File: config.mk
export PLATFORM = sky130hd
export DESIGN_NAME = pq_reader_flat
export DESIGN_NICKNAME = d
export VERILOG_FILES = /design/src/rtl/pq_pkg.sv /design/src/rtl/pq_reader_if.sv /design/src/rtl/pq_reader_buf.sv /design/src/rtl/pq_reader.sv /design/src/flat_wrapper.sv
export SDC_FILE = /design/constraint.sdc
export NUM_CORES = 1
export LEC_CHECK = 0
export CAP_MARGIN = 5
export CORE_UTILIZATION = 30
export DETAILED_ROUTE_END_ITERATION = 12
export MAX_ROUTING_LAYER = met4
export PLACE_DENSITY = 0.55
export RECOVER_POWER = 100
export SLEW_MARGIN = 10
export SYNTH_ARGS = -nofsm -noshare
export SYNTH_HDL_FRONTEND = slang
export SYNTH_SLANG_ARGS = --single-unit
export TNS_END_PERCENT = 30
File: constraint.sdc
create_clock -name clk_in -period 4.4 [get_ports clk_in]
set_input_delay 0.88 -clock clk_in [delete_from_list [all_inputs] [get_ports clk_in]]
set_output_delay 0.88 -clock clk_in [all_outputs]
set_load 0.02 [all_outputs]
File: src/rtl/pq_pkg.sv
// Shared types for the min-tag priority queue and its consumers.
// The entry struct widths are fixed here; users size their ports to match.
package pq_pkg;

    localparam int unsigned PQ_DATA_WIDTH = 32;
    localparam int unsigned PQ_TAG_WIDTH  = 32;

    typedef struct packed {
        logic [PQ_TAG_WIDTH-1:0]  tag;
        logic [PQ_DATA_WIDTH-1:0] data;
    } pq_entry_t;

    typedef enum logic [1:0] {
        ST_IDLE  = 2'd0,
        ST_DRAIN = 2'd1,
        ST_FLUSH = 2'd2,
        ST_DONE  = 2'd3
    } pq_reader_state_t;

    // Counts must be able to hold DEPTH itself, not just DEPTH-1.
    function automatic int unsigned cnt_width(input int unsigned depth);
        return $clog2(depth) + 1;
    endfunction

endpackage

File: src/rtl/pq_reader_if.sv
// Reader-side bundle: queue dequeue port, result stream and run control/status.
// master = the reader engine, slave = the queue/consumer environment around it.
interface pq_reader_if #(
    parameter int unsigned DATA_WIDTH = pq_pkg::PQ_DATA_WIDTH,
    parameter int unsigned TAG_WIDTH  = pq_pkg::PQ_TAG_WIDTH,
    parameter int unsigned DEPTH      = 8
);
    localparam int unsigned CW = pq_pkg::cnt_width(DEPTH);

    logic                  start_in;
    logic [CW-1:0]         count_in;
    logic                  pq_empty_in;
    logic                  pq_valid_in;
    logic [DATA_WIDTH-1:0] pq_data_in;
    logic [TAG_WIDTH-1:0]  pq_tag_in;
    logic                  pq_deq_out;
    logic [DATA_WIDTH-1:0] data_out;
    logic [TAG_WIDTH-1:0]  tag_out;
    logic                  valid_out;
    logic                  ready_in;
    logic                  last_out;
    logic                  busy_out;
    logic                  done_out;
    logic [CW-1:0]         drained_out;
    logic                  order_err_out;

    modport master (
        input  start_in, count_in,
        input  pq_empty_in, pq_valid_in, pq_data_in, pq_tag_in,
        output pq_deq_out,
        output data_out, tag_out, valid_out, last_out,
        input  ready_in,
        output busy_out, done_out, drained_out, order_err_out
    );

    modport slave (
        output start_in, count_in,
        output pq_empty_in, pq_valid_in, pq_data_in, pq_tag_in,
        input  pq_deq_out,
        input  data_out, tag_out, valid_out, last_out,
        output ready_in,
        input  busy_out, done_out, drained_out, order_err_out
    );

endinterface

File: src/rtl/pq_reader_buf.sv
// Small synchronous FIFO of queue entries plus a last flag; head is read from the
// register array so the stream outputs never depend on the incoming queue data.
module pq_reader_buf
    import pq_pkg::*;
#(
    parameter int unsigned BUF_DEPTH = 2
)(
    input  logic                       clk_in,
    input  logic                       rst_in,
    input  logic                       push,
    input  pq_entry_t                  push_entry,
    input  logic                       push_last,
    input  logic                       pop,
    output pq_entry_t                  head_entry,
    output logic                       head_last,
    output logic [$clog2(BUF_DEPTH):0] cnt
);
    localparam int unsigned PW = $clog2(BUF_DEPTH);
    localparam int unsigned BW = PW + 1;

    pq_entry_t            mem_entry [BUF_DEPTH];
    logic [BUF_DEPTH-1:0] mem_last;
    logic [PW-1:0]        wr_ptr;
    logic [PW-1:0]        rd_ptr;
    logic                 full;
    logic                 do_push;
    logic                 do_pop;

    assign full    = (cnt == BW'(BUF_DEPTH));
    assign do_pop  = pop && (cnt != '0);
    assign do_push = push && (!full || do_pop);

    // Pointers wrap naturally because BUF_DEPTH is a power of two.
    always_ff @(posedge clk_in) begin
        if (rst_in) begin
            wr_ptr   <= '0;
            rd_ptr   <= '0;
            cnt      <= '0;
            mem_last <= '0;
            for (int i = 0; i < int'(BUF_DEPTH); i++) begin
                mem_entry[i] <= '0;
            end
        end else begin
            if (do_push) begin
                mem_entry[wr_ptr] <= push_entry;
                mem_last[wr_ptr]  <= push_last;
                wr_ptr            <= wr_ptr + PW'(1);
            end
            if (do_pop) begin
                rd_ptr <= rd_ptr + PW'(1);
            end
            case ({do_push, do_pop})
                2'b10:   cnt <= cnt + BW'(1);
                2'b01:   cnt <= cnt - BW'(1);
                default: cnt <= cnt;
            endcase
        end
    end

    assign head_entry = mem_entry[rd_ptr];
    assign head_last  = mem_last[rd_ptr];

endmodule

File: src/rtl/pq_reader.sv
// Drains up to count entries from the min-tag queue in ascending-tag order and
// streams them downstream with last marking and a monotonic-order check.
module pq_reader
    import pq_pkg::*;
#(
    parameter int unsigned DATA_WIDTH = PQ_DATA_WIDTH,
    parameter int unsigned TAG_WIDTH  = PQ_TAG_WIDTH,
    parameter int unsigned DEPTH      = 8,
    parameter int unsigned BUF_DEPTH  = 2
)(
    input  logic        clk_in,
    input  logic        rst_in,
    pq_reader_if.master bus
);
    // state | meaning
    // IDLE  | waiting for start_in; count latched, drained/order_err cleared on start
    // DRAIN | issuing dequeues while count, queue contents and buffer space allow
    // FLUSH | no new dequeues; waiting for the in-flight entry and the buffer to empty
    // DONE  | one-cycle done_out pulse, then back to IDLE
    localparam logic [1:0] S_IDLE  = 2'(ST_IDLE);
    localparam logic [1:0] S_DRAIN = 2'(ST_DRAIN);
    localparam logic [1:0] S_FLUSH = 2'(ST_FLUSH);
    localparam logic [1:0] S_DONE  = 2'(ST_DONE);

    localparam int unsigned CW = cnt_width(DEPTH);
    localparam int unsigned BW = $clog2(BUF_DEPTH) + 1;

    logic [1:0]           state;
    logic [CW-1:0]        count_q;
    logic [CW-1:0]        issued;
    logic [CW-1:0]        written;
    logic [CW-1:0]        drained;
    logic                 inflight;
    logic                 order_err;
    logic [TAG_WIDTH-1:0] prev_tag;

    pq_entry_t            push_entry;
    pq_entry_t            head;
    logic                 head_last;
    logic [TAG_WIDTH-1:0] head_tag;
    logic [BW-1:0]        buf_cnt;
    logic [BW:0]          used;
    logic                 push;
    logic                 push_last;
    logic                 pop;
    logic                 deq;

    assign push_entry = '{tag:  PQ_TAG_WIDTH'(bus.pq_tag_in),
                          data: PQ_DATA_WIDTH'(bus.pq_data_in)};
    assign head_tag   = TAG_WIDTH'(head.tag);

    assign pop  = bus.valid_out && bus.ready_in;
    assign push = inflight && bus.pq_valid_in;
    assign push_last = (written == count_q - CW'(1));

    // The pending response already owns a slot, and a slot freed this cycle is reusable.
    assign used = (BW+1)'(buf_cnt) + (BW+1)'(inflight) - (BW+1)'(pop);
    assign deq  = (state == S_DRAIN) && (issued < count_q) && !bus.pq_empty_in
                  && (used < (BW+1)'(BUF_DEPTH));

    pq_reader_buf #(
        .BUF_DEPTH (BUF_DEPTH)
    ) u_buf (
        .clk_in     (clk_in),
        .rst_in     (rst_in),
        .push       (push),
        .push_entry (push_entry),
        .push_last  (push_last),
        .pop        (pop),
        .head_entry (head),
        .head_last  (head_last),
        .cnt        (buf_cnt)
    );

    always_ff @(posedge clk_in) begin
        if (rst_in) begin
            state     <= S_IDLE;
            count_q   <= '0;
            issued    <= '0;
            written   <= '0;
            drained   <= '0;
            inflight  <= 1'b0;
            order_err <= 1'b0;
            prev_tag  <= '0;
        end else begin
            inflight <= deq;
            if (deq) begin
                issued <= issued + CW'(1);
            end
            if (push) begin
                written <= written + CW'(1);
            end
            if (pop) begin
                drained  <= drained + CW'(1);
                prev_tag <= head_tag;
                if ((drained != '0) && (head_tag < prev_tag)) begin
                    order_err <= 1'b1;
                end
            end

            case (state)
                S_IDLE: begin
                    if (bus.start_in) begin
                        count_q   <= bus.count_in;
                        issued    <= '0;
                        written   <= '0;
                        drained   <= '0;
                        order_err <= 1'b0;
                        state     <= S_DRAIN;
                    end
                end
                S_DRAIN: begin
                    // Queue ran dry before count was reached: finish early.
                    if ((issued == count_q) || (bus.pq_empty_in && !inflight)) begin
                        state <= S_FLUSH;
                    end
                end
                S_FLUSH: begin
                    if (!inflight && (buf_cnt == '0)) begin
                        state <= S_DONE;
                    end
                end
                S_DONE: begin
                    state <= S_IDLE;
                end
                default: begin
                    state <= S_IDLE;
                end
            endcase
        end
    end

    assign bus.pq_deq_out    = deq;
    assign bus.valid_out     = (buf_cnt != '0);
    assign bus.data_out      = DATA_WIDTH'(head.data);
    assign bus.tag_out       = head_tag;
    assign bus.last_out      = bus.valid_out && head_last;
    assign bus.busy_out      = (state == S_DRAIN) || (state == S_FLUSH);
    assign bus.done_out      = (state == S_DONE);
    assign bus.drained_out   = drained;
    assign bus.order_err_out = order_err;

endmodule

File: src/flat_wrapper.sv
// flat-port wrapper written by rule: the top's interface ports become plain ports
module pq_reader_flat import pq_pkg::*;
#(
    parameter int unsigned DATA_WIDTH = PQ_DATA_WIDTH,
    parameter int unsigned TAG_WIDTH  = PQ_TAG_WIDTH,
    parameter int unsigned DEPTH      = 8,
    parameter int unsigned BUF_DEPTH  = 2
)
  (clk_in, rst_in, bus_start_in, bus_count_in, bus_pq_empty_in, bus_pq_valid_in, bus_pq_data_in, bus_pq_tag_in, bus_pq_deq_out, bus_data_out, bus_tag_out, bus_valid_out, bus_last_out, bus_ready_in, bus_busy_out, bus_done_out, bus_drained_out, bus_order_err_out);
  pq_reader_if #(.DATA_WIDTH(DATA_WIDTH), .TAG_WIDTH(TAG_WIDTH), .DEPTH(DEPTH)) bus_i ();
  input  logic clk_in;
  input  logic rst_in;
  input wire logic [$bits(bus_i.start_in)-1:0] bus_start_in;
  input wire logic [$bits(bus_i.count_in)-1:0] bus_count_in;
  input wire logic [$bits(bus_i.pq_empty_in)-1:0] bus_pq_empty_in;
  input wire logic [$bits(bus_i.pq_valid_in)-1:0] bus_pq_valid_in;
  input wire logic [$bits(bus_i.pq_data_in)-1:0] bus_pq_data_in;
  input wire logic [$bits(bus_i.pq_tag_in)-1:0] bus_pq_tag_in;
  output wire logic [$bits(bus_i.pq_deq_out)-1:0] bus_pq_deq_out;
  output wire logic [$bits(bus_i.data_out)-1:0] bus_data_out;
  output wire logic [$bits(bus_i.tag_out)-1:0] bus_tag_out;
  output wire logic [$bits(bus_i.valid_out)-1:0] bus_valid_out;
  output wire logic [$bits(bus_i.last_out)-1:0] bus_last_out;
  input wire logic [$bits(bus_i.ready_in)-1:0] bus_ready_in;
  output wire logic [$bits(bus_i.busy_out)-1:0] bus_busy_out;
  output wire logic [$bits(bus_i.done_out)-1:0] bus_done_out;
  output wire logic [$bits(bus_i.drained_out)-1:0] bus_drained_out;
  output wire logic [$bits(bus_i.order_err_out)-1:0] bus_order_err_out;
  assign bus_i.start_in = bus_start_in;
  assign bus_i.count_in = bus_count_in;
  assign bus_i.pq_empty_in = bus_pq_empty_in;
  assign bus_i.pq_valid_in = bus_pq_valid_in;
  assign bus_i.pq_data_in = bus_pq_data_in;
  assign bus_i.pq_tag_in = bus_pq_tag_in;
  assign bus_pq_deq_out = bus_i.pq_deq_out;
  assign bus_data_out = bus_i.data_out;
  assign bus_tag_out = bus_i.tag_out;
  assign bus_valid_out = bus_i.valid_out;
  assign bus_last_out = bus_i.last_out;
  assign bus_i.ready_in = bus_ready_in;
  assign bus_busy_out = bus_i.busy_out;
  assign bus_done_out = bus_i.done_out;
  assign bus_drained_out = bus_i.drained_out;
  assign bus_order_err_out = bus_i.order_err_out;
  pq_reader #(.DATA_WIDTH(DATA_WIDTH), .TAG_WIDTH(TAG_WIDTH), .DEPTH(DEPTH), .BUF_DEPTH(BUF_DEPTH)) u_core (.clk_in(clk_in), .rst_in(rst_in), .bus(bus_i));
endmodule
# [After elaboration in Yosys (flattened, before gate mapping)]
# Memory sizes are Yosys's and may differ from the RTL's. A register that Yosys moved wholly into a read port is not among the register bits.
# Cells that the tools add are included.
[classes] add_sub_neg=10 div_mod_pow=0 n_bitwise=0 n_mux=33 reduce_logical=26 magnitude_cmp=6 shifts=0 eq_ne=11 multipliers=0
[ops] cell="$mux 64" n=1
[ops] cell="$reduce_or 64->1" n=1
[ops] cell="$mux 4" n=9
[ops] cell="$lt 32x32->1" n=1
[ops] cell="$mux 1" n=16
[ops] cell="$add 4x1->4 const B" n=3
[ops] cell="$logic_and 1x1->1" n=12
[ops] cell="$eq 2x2->1 const B" n=4
[ops] cell="$eq 4x4->1" n=2
[ops] cell="$pmux 2 s4" n=1
[ops] cell="$mux 2" n=3
[ops] cell="$eq 2x1->1 const B" n=2
[ops] cell="$logic_not 2->1" n=2
[ops] cell="$lt 1x2->1 const B" n=2
[ops] cell="$lt 4x4->1" n=1
[ops] cell="$ne 2x1->1 const B" n=2
[ops] cell="$pmux 2 s2" n=1
[ops] cell="$reduce_bool 2->1" n=2
[ops] cell="$reduce_bool 4->1" n=1
[ops] cell="$sub 4x1->4 const B" n=1
[ops] cell="$add 2x1->3" n=1
[ops] cell="$logic_not 1->1" n=3
[ops] cell="$logic_or 1x1->1" n=3
[ops] cell="$lt 3x2->1 const B" n=1
[ops] cell="10 further kinds" n=11
[word_totals] latch_bits=0 ff_bits=58 mem_count=1 output_inout_bits=74 mem_bits_ro=0 ram_bits=128
[mem_list] name="u_core.u_buf.mem_entry" depth=2 word_bits=64 rd=1 rd_clocked_by_memory_dff=1 wr=2 line_no="pq_reader_buf.sv:21" text="pq_entry_t mem_entry [BUF_DEPTH];"

# [Longest topological paths before layout]
# Gate-level depths: netlist of the first run.
[logic_depth] ltp_word=10 ltp_mapped=13

# [Cells and area by module]
# From an unflattened synthesis of the first run, not the netlist that was laid out.
[unflattened] hier_cells=753 area_unflattened_um2=8867.3
[modules_own_cells] module="pq_reader_buf" cells_each=377 instances=1 area_per_inst_um2=5841.9 seq_area_each_um2=3983.8
[modules_own_cells] module="pq_reader" cells_each=376 instances=1 area_per_inst_um2=3025.4 seq_area_each_um2=1041.0

# [Least setup slack after synthesis of the first run]
# OpenSTA, ideal clock, no wires.
[synth_path] kind="in2reg" start="input bus_pq_valid_in" end="memory u_core.u_buf.mem_entry[0][0] (netlist bit) (enable)" required_time_ns=3.900 path_stages=2 path_slack_ns=-0.155 setup_time_ns=0.500 t_arrival_ns=4.055 cell_sequence="o311ai_4 -> o21bai_1"
[synth_rtl] item="start: declaration" line_no="flat_wrapper.sv:16" text="input wire logic [$bits(bus_i.pq_valid_in)-1:0] bus_pq_valid_in;"
[synth_rtl] item="end: declaration" line_no="pq_reader_buf.sv:21"

# [Final worst setup path of the first run]
[layout_path] start="input bus_ready_in" end="output bus_pq_deq_out"
[layout_via] elab_chain_cells=4
[layout_rtl] item="start: declaration" line_no="flat_wrapper.sv:24" text="input wire logic [$bits(bus_i.ready_in)-1:0] bus_ready_in;"
[layout_rtl] item="$logic_and 1x1->1" line_no="pq_reader.sv:52" text="assign pop = bus.valid_out && bus.ready_in;"
[layout_rtl] item="$sub 3x1->3" line_no="pq_reader.sv:57" text="assign used = (BW+1)'(buf_cnt) + (BW+1)'(inflight) - (BW+1)'(pop);"
[layout_rtl] item="$lt 3x2->1" line_no="pq_reader.sv:59" text="&& (used < (BW+1)'(BUF_DEPTH));"
[layout_rtl] item="$logic_and 1x1->1" line_no="pq_reader.sv:59"
[layout_rtl] item="end: declaration" line_no="flat_wrapper.sv:19" text="output wire logic [$bits(bus_i.pq_deq_out)-1:0] bus_pq_deq_out;"
# Every way passes these cells.

==> run summary, run 1 <==
For this run the aggregate overflow at the end of global routing stands at 0. The met3 usage in global routing is 4.48%. The core region is 0.0290 sq mm.

The total detailed-routing wirelength is 19700 um. Compared with the post-synthesis result, the final layout area differs by 25.5%. In the routed design, unresolved DRC markers number 0. The number of top-level design ports is 148. The width of the chip came out at 175 um. The via density per instance came out at 4.49. STA classifies the critical path endpoint as a primary output. The post-synthesis sequential element count came out at 187. The post-CTS resize count is 1. The share of final-layout standard cells stronger than drive strength 1 is 12.0%. The number of hold-slack violations in the final timing report is 0. The largest fanout on the critical path is 2.

The cell sitting at the root of the clock tree is a sky130_fd_sc_hd__clkbuf_16. The initial antenna violation count came out at 2. In this run the biggest area consumer among cell types represents 42.9% of the synthesized area.

Clock tree synthesis inserted a total of 17 buffers. Max-cap violations in this run came to 3. Across all layers, the routed design uses 5834 vias. Setup repair after global routing left no endpoint under its margin. The critical path start-end classification is input port to primary output. The xor-xnor portion of the synthesized cell area came out at 1.76%. The number of buffers inserted to repair setup after CTS came out at 0.

The CTS H-tree depth is 4. The required time of the worst setup path is 3.52 ns. The checks that failed: max-capacitance violations, max-slew violations. The total count of max-transition violations in the final report came out at 85. The final RePlAce weighted congestion came out at 0.758. The mapped cell area came out at 0.00896 sq mm. The synthesized area per cell came out at 11.8 sq um. The antenna violation net count after detailed routing came out at 0. The number of filler instances in the final layout came out at 2893. The met2 usage in global routing came out at 21.5%.

No sink is reached through more buffers than the 2 on the longest clock path. The number of hold buffers added after CTS was 0. The critical path startpoint category is an input port. The simple-gate portion of the synthesized area is 16.7%. The synthesized net count came out at 882.

The sum of buffers and inverters on the critical path is 2. The overall power of the completed layout came out at 4.16 mW. Counting every instance in the synthesized netlist gives 760.

The static leakage came out at 4.24 nW. On the worst path, the slowest cell contributes a delay of 0.50 ns. The transition time at the pin with the least slew margin is 2.30 ns. The fraction of the core area covered by cells at the end of the flow came out at 38.8%. The total power divided by cell area came out at 370 mW/mm^2.

The library cell used most frequently in the layout, excluding fill and tap cells, is sky130_fd_sc_hd__edfxtp_1. The TritonCTS sink count is 187. For the final database, setup skew stands at 0.0105 ns. The share of cell area taken by muxes after synthesis is 8.25%. In this run, distinct cell masters in the synthesized netlist total 47. The maximum clock frequency is 241 MHz. The number of endpoints failing setup at the final stage came out at 0. Dividing the detail-routed wire length by the instance count gives 15.2 um.

The number of cell rows is 62. The die outline area came out at 0.0306 sq mm. For this run, the leading register cell type out of synthesis is sky130_fd_sc_hd__edfxtp_1.

For this configuration, the core starts out at a cell density of 30.9%. The CTS clock-pin slew for the worst setup and hold paths is 0.07 ns. The instance count after placement with tap cells included is 1266.

After synthesis, the largest family of logic cells by area is simple AND/OR/NAND/NOR gates. The run finished, with violations left. The half-perimeter wire length of the detailed placement result came out at 13000 um. The first-pass GRT wire length came out at 31400 um. The critical path goes through clkdlybuf4s50_1 > o21a_2 > ha_1 > nand2b_1 > fa_1 > nand2_1 > a2111oi_2 > and3_1 > dlygate4sd2_1. The busiest layer in global routing is met2. The top cell type by total area after synthesis is sky130_fd_sc_hd__edfxtp_1. TritonCTS built the clock tree. Yosys printed 0 warnings. In the synthesized netlist the async set-or-reset flop fraction comes to 0%. Ranked by total cell area, the synthesized netlist is headed by sky130_fd_sc_hd__edfxtp_1, sky130_fd_sc_hd__dfxtp_1, sky130_fd_sc_hd__mux2_2. The via count of the first global-routing pass is 5775. The ratio of final minimum period to clock period came out at 94.2%. The synthesized netlist devotes 5.67% of its cell area to compound gates. The length of the first detailed-routing pass in iterations is 4. The largest net degree at the start of global routing came out at 73. In the layout the commonest cells are sky130_fd_sc_hd__edfxtp_1, sky130_fd_sc_hd__clkdlybuf4s50_1, sky130_fd_sc_hd__nor2_1, sky130_fd_sc_hd__and2_1, sky130_fd_sc_hd__dfxtp_1. The worst path in the final design needs a cycle of 4.15 ns, including I/O delays and setup. The largest vdd supply drop is 0.213 mV. The net count reported at finish is 1023. For met1 alone, demand over resource in global routing was 17.4%. The all-layer global routing usage is 13.9%. Port buffering added 147 buffers. The adder-cell area share of the yosys netlist came out at 6.78%. The worst endpoint data arrival time came out at 3.27 ns. The synthesized design contains 128 enable-type register cells. The slowest stage of the critical path belongs to the cell sky130_fd_sc_hd__fa_1. Once layout is complete, the cells apart from fillers number 1299. At the later pin of the worst-skew pair, clock insertion delay measures 0.43 ns. In this run the vertical extent of the chip is 175 um. The detailed router finished its first iteration with 237 violations.

Broken down by cell family, the worst path's largest delay share belongs to buffers and inverters. The min-delay analysis places its worst path in the category register to register. Sequential cells were found to cover 56.1% of the synthesized design area. Headroom to the max-slew limit came out at -54.6%.
## sequential cells by signal, summed over array words and instances, names as in the netlist, named ones only
name and cells:
u_core.bus.drained_out 4, u_core.bus.order_err_out 1, u_core.count_q 4, u_core.inflight 1, u_core.issued 4, u_core.prev_tag 32, u_core.state 2, u_core.u_buf.cnt 2
u_core.u_buf.mem_entry 128, u_core.u_buf.mem_last 2, u_core.u_buf.rd_ptr 1, u_core.u_buf.wr_ptr 1, u_core.written 4
## path summary, 6_finish.rpt
path	start	to	slack, ns	cells after the start
hold reg to reg	u_core.count_q[1]$_SDFFE_PP0P_	u_core.count_q[1]$_SDFFE_PP0P_	0.47	2
setup reg to reg	register	u_core.bus.order_err_out$_SDFF_PP0_	1.00	8
hold / removal	u_core.count_q[1]$_SDFFE_PP0P_	u_core.count_q[1]$_SDFFE_PP0P_	0.47	2
setup / recovery	bus_ready_in	bus_pq_deq_out	0.25	9
## per-stage QoR
step | setup TNS, ns | hold WS [ns] | instance area, sq um | setup WS (ns)
floorplan | 0 | 0.449 | 8970 | 0.412
global placement | -0.0344 | 0.464 | 10800 | -0.0344
detailed placement | -0.0407 | 0.464 | 10800 | -0.0407
CTS | 0 | 0.474 | 11400 | 0.232
global route | 0 | 0.513 | 11300 | 0.111
finish | 0 | 0.473 | 11300 | 0.254
## worst min-delay path, cell delays in order, from the launching register on
cell                      delay [ns]
sky130_fd_sc_hd__dfxtp_1        0.32
sky130_fd_sc_hd__nand2_1        0.05
sky130_fd_sc_hd__a21oi_1        0.05
## cells by family (layout without fill, tap and decap cells)
group	after synthesis	in the layout
simple gates	271	271
flops	187	187
buf+inv	86	239
compound gates	84	84
mux	66	66
fa+ha+maj	48	48
xor+xnor	18	18
other cells	0	2
## layout make-up
class | count | area (sq um) | area share (%)
clock inverter | 13 | 111 | 0.989
antenna | 2 | 5.00 | 0.0445
inverter | 49 | 185 | 1.65
tap | 384 | 480 | 4.27
multi-input combinational | 487 | 3460 | 30.7
timing repair buffer | 159 | 1560 | 13.8
clock buffer | 18 | 429 | 3.81
sequential | 187 | 5030 | 44.7
## routing by layer
layer	wire length, um	part of all wire [%]	vias to the layer above
li1	-	-	2896
met5	0	0	-
met2	8960	45	128
met4	212	1.1	0
met3	1220	6.2	12
met1	9320	47	2798
## power by group
part	switching (mW)	leakage (nW)	internal (mW)
clock	0.716	0.253	0.739
combinational	0.387	2.19	0.317
sequential	0.0493	1.80	1.96
total	1.15	4.24	3.01
## Yosys cell counts, types with 2 or more instances
library cell,n
sky130_fd_sc_hd__a21oi_1,57
sky130_fd_sc_hd__buf_1,2
sky130_fd_sc_hd__dfxtp_1,59
sky130_fd_sc_hd__nand2b_1,3
sky130_fd_sc_hd__buf_6,12
sky130_fd_sc_hd__clkbuf_1,12
sky130_fd_sc_hd__buf_2,11
sky130_fd_sc_hd__a22oi_1,2
sky130_fd_sc_hd__nand4_1,8
sky130_fd_sc_hd__a211oi_1,3
sky130_fd_sc_hd__and2_1,100
sky130_fd_sc_hd__mux2i_1,3
sky130_fd_sc_hd__xor2_1,10
sky130_fd_sc_hd__nand2_1,19
sky130_fd_sc_hd__and4_1,2
sky130_fd_sc_hd__nor2b_1,3
sky130_fd_sc_hd__edfxtp_1,128
sky130_fd_sc_hd__ha_1,47
sky130_fd_sc_hd__and2_4,28
sky130_fd_sc_hd__or3_1,2
sky130_fd_sc_hd__and3_1,3
sky130_fd_sc_hd__inv_1,48
sky130_fd_sc_hd__mux2_2,63
sky130_fd_sc_hd__nor2_1,89
sky130_fd_sc_hd__o211ai_1,2
sky130_fd_sc_hd__nand3_1,9
sky130_fd_sc_hd__xnor2_1,8
sky130_fd_sc_hd__o21ai_0,8
No activity file was read; power rests on OpenSTA's default activity.
==> inputs of run 2 (changes only) <==
PLACE_DENSITY = unset   (was 0.55)
PLACE_DENSITY_LB_ADDON = 0.05   (was unset)
==> run summary, run 2 (synthesized netlist as in run 1, its figures left out) <==
The CTS H-tree depth is 4 (unchanged). The max-cap check violation count came out at 3 (unchanged). The checks that failed: max-capacitance violations, max-slew violations. The detailed route wirelength on metal3 came to 714 um (-41%). The worst endpoint data arrival time came to 3.24 ns (-0.03 ns). The standard cell with the maximum stage delay on the critical path is sky130_fd_sc_hd__fa_1.

The least setup slack across all paths after layout was 0.280 ns (+0.0258 ns). The TritonCTS sink count came out at 187 (unchanged). The max-slew headroom at the worst pin came to -32.8% (+22 points). The placement-stage worst setup slack came out at -0.0175 ns (+0.0232 ns). The core area came out at 0.0290 sq mm (unchanged). The maximum cell stage delay along the critical path is 0.50 ns (about the same). The antenna violation net count after detailed routing is 0 (unchanged). The met1 wire length is 9440 um (+1.3%). The all-layer global routing usage came out at 14.3% (+0.44 points). The detailed-route DRC error count came to 0 (unchanged). The quantity of hold-fixing buffers added after cts is 0 (unchanged). In the layout the commonest cells are sky130_fd_sc_hd__edfxtp_1, sky130_fd_sc_hd__clkdlybuf4s50_1, sky130_fd_sc_hd__nor2_1, sky130_fd_sc_hd__and2_1, sky130_fd_sc_hd__dfxtp_1. The number of buffers added by the clock tree synthesis step came to 17 (unchanged). The fraction of the core area covered by cells at the end of the flow is 38.8% (+0.039 points).

The multi-input gate area in the final layout came out at 0.00346 sq mm (about the same). The largest vdd supply drop is 0.259 mV (+22%). The ratio of final minimum period to clock period is 93.6% (-0.59 points). The number of port buffers is 147 (unchanged). The flow ran to the end, but the final reports show violations.

The setup path with the least slack is of type input port to primary output. The via count of the first global-routing pass was 6088 (+5.4%). TritonCTS built the clock tree.

The width of the chip came out at 175 um (unchanged). The vertical die dimension is 175 um (unchanged). The total count of max-transition violations in the final report came out at 161 (+89%). The number of filler instances in the final layout came out at 2846 (-1.6%). The required time of the worst setup path is 3.52 ns (about the same). The length of the first detailed-routing pass in iterations came out at 4 (unchanged). The number of violations reported at the end of detailed-routing iteration 0 came out at 205 (-14%).

The maximum clock frequency is 243 MHz (+0.63%). In the final layout, the registers with the most flip-flops are u_core.u_buf.mem_entry x128, u_core.prev_tag x32. The via total after detailed routing came out at 5881 (+0.81%). The share of final-layout standard cells stronger than drive strength 1 came out at 9.77% (-2.3 points). STA classifies the critical path startpoint as an input port. The clock tree skew after final layout is 0.0105 ns (-0.0000416 ns). The via density per instance is 4.54 (+1.0%). The die outline area came to 0.0306 sq mm (unchanged). The half-perimeter wire length of the detailed placement result came out at 12800 um (-2.0%).

The first-pass GRT wire length came out at 32600 um (+3.9%). Leaving out fill and tap cells, the most frequent cell in the layout is sky130_fd_sc_hd__edfxtp_1. The tree is rooted in a sky130_fd_sc_hd__clkbuf_16. The total detailed-routing wirelength is 20300 um (+3.2%). The sequential cell area came out at 0.00503 sq mm (unchanged).

In this run the most critical hold path is launched from u_core.count_q[1]$_SDFFE_PP0P_. The flip-flop count of the largest register, all copies and words added was 128 (unchanged). The starting utilization of the core area is 30.9% (unchanged). The clock insertion delay at the later pin of the skew report came out at 0.43 ns (about the same). The largest net degree at the start of global routing came out at 73 (unchanged).

The transition time at the pin with the least slew margin came out at 1.99 ns (-0.310 ns). The launch point of the critical path is bus_ready_in. The critical path goes through clkdlybuf4s50_1 > o21a_2 > ha_1 > nand2b_1 > fa_1 > nand2_1 > a2111oi_2 > and3_1 > dlygate4sd2_1.

The initial antenna violation count came out at 0 (-2). The path class of the tightest hold or removal check is register to register. The uppermost layer routed is met4. The worst setup path is captured at a primary output. The net count reported at finish came to 1020 (-0.29%). The total power divided by cell area was 378 mW/mm^2 (+2.0%). The static leakage came out at 4.23 nW (-0.20%).

The CTS clock-pin slew for the worst setup and hold paths is 0.07 ns (about the same). The number of endpoints failing setup at the final stage is 0 (unchanged). Setup repair after global routing left no endpoint under its margin.

The number of top-level design ports was 148 (unchanged). The area added between synthesis and finish is 25.7%. The wire length on met2 was 9950 um (+11%). The number of cell rows came out at 62 (unchanged).

The largest buffer count on any clock path was 2 (unchanged). The clock period minus final worst setup slack came to 4.12 ns (-0.0258 ns). The detailed-route wire length per cell is 15.7 um (+3.4%). The post-CTS resize count came to 1 (unchanged). The largest fanout on the critical path is 2 (unchanged).

The number of hold-slack violations in the final timing report is 0 (unchanged). The final RePlAce weighted congestion came out at 0.765 (+0.99%). The number of buffers inserted to repair setup after CTS came out at 0 (unchanged). The total congestion overflow is 0 (unchanged). The register name with the most flops is u_core.u_buf.mem_entry.
[run 2: metal layers]
layer / vias up / GRT usage (%)
met5: - / -
met4: 0 / 3.88
met3: 12 / 2.70
met2: 105 / 24.0
met1: 2873 / 17.5
li1: 2891 / -
[run 2: stage by stage]
step	cell area, sq um	std cells	setup TNS [ns]	power [mW]	hold WS [ns]
final	11300	1296	0	4.25	0.475
after global routing	11300	1295	0	4.47	0.515
after CTS	11400	1295	0	4.36	0.479
after detailed placement	10800	1263	-0.0175	2.80	0.470
after global placement	10800	1263	-0.000139	2.79	0.461
after floorplan	8970	760	0	2.48	0.449
[run 2: where the power goes]
group	internal, mW	switching, mW	total, mW	leakage, nW
sequential	1.96	0.0557	2.02	1.80
clock	0.807	0.732	1.54	0.280
combinational	0.317	0.383	0.700	2.16
total	3.08	1.17	4.25	4.23
[run 2: final timing paths]
path | to | slack [ns] | depth (start not counted)
worst max register to register | u_core.bus.order_err_out$_SDFF_PP0_ | 0.95 | 7
worst min register to register | u_core.count_q[1]$_SDFFE_PP0P_ | 0.48 | 2
worst max-delay path | bus_pq_deq_out | 0.28 | 9
worst min-delay path | u_core.count_q[1]$_SDFFE_PP0P_ | 0.48 | 2
[run 2: worst max-delay path: cells and delay by family]
| kind | cells | cell delay, ns |
|---|---|---|
| buffers and inverters | 2 | 0.81 |
| adder cells (fa/ha/maj) | 2 | 0.71 |
| AND/OR/NAND/NOR | 3 | 0.43 |
| AO/OA/AOI/OAI | 2 | 0.39 |
[run 2: cell type report]
class	count	share of cell area, %
Timing Repair Buffer	156	13.6
Sequential cell	187	44.6
Inverter	49	1.64
Clock inverter	14	1.37
Clock buffer	18	3.81
Multi-Input combinational cell	487	30.7
Antenna cell	1	0.0222
Tap cell	384	4.26
==> inputs of run 3 (changes only) <==
CAP_MARGIN = 30   (was 5)
clock period = 5 ns   (was 4.4 ns; I/O delays follow)
==> run summary, run 3 (synthesized netlist as in run 1, its figures left out) <==
The worst-case register-to-register setup slack came out at 0.93 ns (-0.02 ns). The width of the chip is 175 um (unchanged). The largest buffer count on any clock path is 2 (unchanged).

The largest net degree at the start of global routing is 73 (unchanged). The total congestion overflow is 0 (unchanged). The sequential group share of total power came out at 46.5% (-0.9 points). The critical path is of the input port to primary output type. The met3 usage in global routing came out at 2.63% (-0.065 points). The clock insertion delay at the later pin of the skew report came out at 0.42 ns (about the same). The TritonCTS sink count is 187 (unchanged). The CTS clock-pin slew for the worst setup and hold paths came out at 0.06 ns (about the same). The final standard cell area without fillers came out at 0.0113 sq mm (about the same). In the layout the commonest cells are sky130_fd_sc_hd__edfxtp_1, sky130_fd_sc_hd__clkdlybuf4s50_1, sky130_fd_sc_hd__nor2_1, sky130_fd_sc_hd__and2_1, sky130_fd_sc_hd__dfxtp_1.

The number of hold-slack violations in the final timing report was 0 (unchanged). The overall power of the completed layout came out at 3.79 mW (-11%). The largest registers in the layout are u_core.u_buf.mem_entry x128, u_core.prev_tag x32.

The initial antenna violation count came out at 0 (unchanged). The number of cell rows was 62 (unchanged). CTS placed an instance of sky130_fd_sc_hd__clkbuf_16 at the clock tree root. The clock network power share came out at 37.1% (+0.9 points). The critical hold path startpoint is u_core.count_q[1]$_SDFFE_PP0P_.

The clock tree skew after final layout came to 0.0104 ns (-0.000109 ns). TritonCTS built the clock tree. The met2 usage in global routing is 23.2% (-0.83 points). The via total after detailed routing is 5758 (-2.1%). The flip-flop count of the largest register, all copies and words added is 128 (unchanged). The antenna violation net count after detailed routing came to 0 (unchanged). The quantity of hold-fixing buffers added after cts came out at 0 (unchanged). The required time of the worst setup path came out at 4.00 ns (+0.48 ns). The cell-internal power came out at 2.81 mW (-8.9%). The tightest min-delay check is of the register to register type.

The length of the first detailed-routing pass in iterations is 4 (unchanged). The combinational cell fraction of total power came out at 16.4% (about the same). The busiest layer in global routing is met2. The static leakage is 4.26 nW (+0.52%). The run finished, with violations left. The transition time at the pin with the least slew margin came out at 3.05 ns (+1.06 ns). The die outline area came out at 0.0306 sq mm (unchanged). For the finished layout, the period the worst path requires is 4.73 ns.

The post-CTS resize count came out at 0 (-1). The number of port buffers is 147 (unchanged). The vertical die dimension came to 175 um (unchanged). The length in cells of the worst reg-to-reg path came out at 4 (-3).

The total detailed-routing wirelength is 19700 um (-3.3%). The maximum clock frequency came out at 212 MHz. The launch point of the critical path is bus_ready_in. Leaving out fill and tap cells, the most frequent cell in the layout is sky130_fd_sc_hd__edfxtp_1. Setup repair after global routing left no endpoint under its margin. The total placed instance area came out at 0.0108 sq mm (-0.15%).

The net count reported at finish is 1019 (-0.098%). The max-slew headroom at the worst pin was -103% (-71 points). STA classifies the critical path startpoint as an input port. The detailed-route wire length per cell is 15.2 um (-3.1%).

The post-route setup TNS is 0 ns (unchanged). The antenna diode count came out at 0 (-1). The CTS H-tree depth is 4 (unchanged).

Counting flops per register, the top entry is u_core.u_buf.mem_entry. The checks that failed: max-capacitance violations, max-slew violations. The core area is 0.0290 sq mm (unchanged). The max-cap check violation count is 3 (unchanged).

The worst endpoint data arrival time is 3.73 ns (+0.49 ns). The largest fanout on the critical path is 3 (+1). The all-layer global routing usage is 13.8% (-0.50 points). The number of buffers inserted to repair setup after CTS is 0 (unchanged). The total power divided by cell area came out at 336 mW/mm^2 (-11%). The detailed-route DRC error count came to 0 (unchanged).

The via density per instance came out at 4.45 (-1.9%). The half-perimeter wire length of the detailed placement result is 12600 um (-1.4%). The number of endpoints failing setup at the final stage came out at 0 (unchanged).

The final RePlAce weighted congestion is 0.761 (-0.63%). The endpoint identified for the worst register-to-register timing path is u_core.u_buf.mem_entry[0][61]$_SDFFCE_PN0P_. The number of violations reported at the end of detailed-routing iteration 0 is 263 (+28%). The starting utilization of the core area came out at 30.9% (unchanged).

The switching share of power is 25.8% (-1.7 points). The area added between synthesis and finish is 25.6% (about the same). The number of top-level design ports came out at 148 (unchanged). The via count of the first global-routing pass is 5932 (-2.6%). The first-pass GRT wire length came to 31700 um (-3.0%). STA classifies the critical path endpoint as a primary output. The share of final-layout standard cells stronger than drive strength 1 came to 10.7% (+0.89 points). The largest vdd supply drop came out at 0.211 mV (-19%). The worst register-to-register path begins at u_core.u_buf.cnt[1]$_SDFFE_PP0P_. The number of buffers added by the clock tree synthesis step is 17 (unchanged). The switching power total came to 0.977 mW (-16%).

The met1 capacity usage during global routing is 16.9% (-0.57 points). The ratio of final minimum period to clock period is 94.5%. The total count of max-transition violations in the final report is 146 (-9.3%). Following the worst setup path forward leads to its endpoint at bus_pq_deq_out.
## run 3: cell type report
cell class / instances / area (sq um)
clock inverter: 12 / 161
sequential: 187 / 5020
inverter: 49 / 184
clock buffer: 20 / 447
multi-input combinational: 487 / 3460
fill: 2849 / 17800
timing repair buffer: 155 / 1510
tap: 384 / 480
## run 3: routing by layer
metal | share of wire (%) | vias to the layer above
met3 | 2.7 | 11
li1 | - | 2884
met5 | 0 | -
met1 | 47 | 2771
met2 | 50 | 92
met4 | 0.75 | 0
## run 3: power groups by stage
stage | sequential, mW | combinational [mW] | clock, mW
global route | 1.77 | 0.688 | 1.52
finish | 1.76 | 0.622 | 1.40
global placement | 1.80 | 0.643 | 0
CTS | 1.77 | 0.655 | 1.45
detailed placement | 1.81 | 0.651 | 0
floorplan | 1.79 | 0.396 | 0
## run 3: critical path, stage by stage
cell,delay (ns)
sky130_fd_sc_hd__clkdlybuf4s50_1,0.48
sky130_fd_sc_hd__o21a_2,0.14
sky130_fd_sc_hd__ha_1,0.22
sky130_fd_sc_hd__nand2b_1,0.15
sky130_fd_sc_hd__fa_1,0.48
sky130_fd_sc_hd__nand2_1,0.06
sky130_fd_sc_hd__a2111oi_2,0.28
sky130_fd_sc_hd__and3_1,0.24
sky130_fd_sc_hd__dlygate4sd3_1,0.68
## run 3: worst min-delay path by stage
| stage | endpoint | slack (ns) | depth (start not counted) |
|---|---|---|---|
| 6_report | u_core.count_q[1]$_SDFFE_PP0P_ | 0.47 | 2 |
| 5_1_grt | u_core.u_buf.mem_last[1]$_SDFFE_PP0P_ | 0.51 | 1 |
| 4_1_cts | u_core.count_q[1]$_SDFFE_PP0P_ | 0.48 | 2 |
| 3_5_place_dp | u_core.u_buf.mem_last[1]$_SDFFE_PP0P_ | 0.46 | 1 |
| 3_3_place_gp | u_core.count_q[1]$_SDFFE_PP0P_ | 0.46 | 2 |
| 2_1_floorplan | u_core.u_buf.mem_last[1]$_SDFFE_PP0P_ | 0.45 | 1 |
## run 3: metrics by stage
| step | utilization, % | hold slack [ns] | setup slack (ns) | std cells |
|---|---|---|---|---|
| after floorplan | - | 0.449 | 0.325 | 760 |
| after global placement | 37.1 | 0.464 | 0.264 | 1261 |
| after detailed placement | 37.1 | 0.464 | 0.244 | 1261 |
| after CTS | 39.2 | 0.476 | 0.247 | 1293 |
| after global routing | 38.8 | 0.505 | 0.0722 | 1294 |
| final | 38.8 | 0.474 | 0.274 | 1294 |
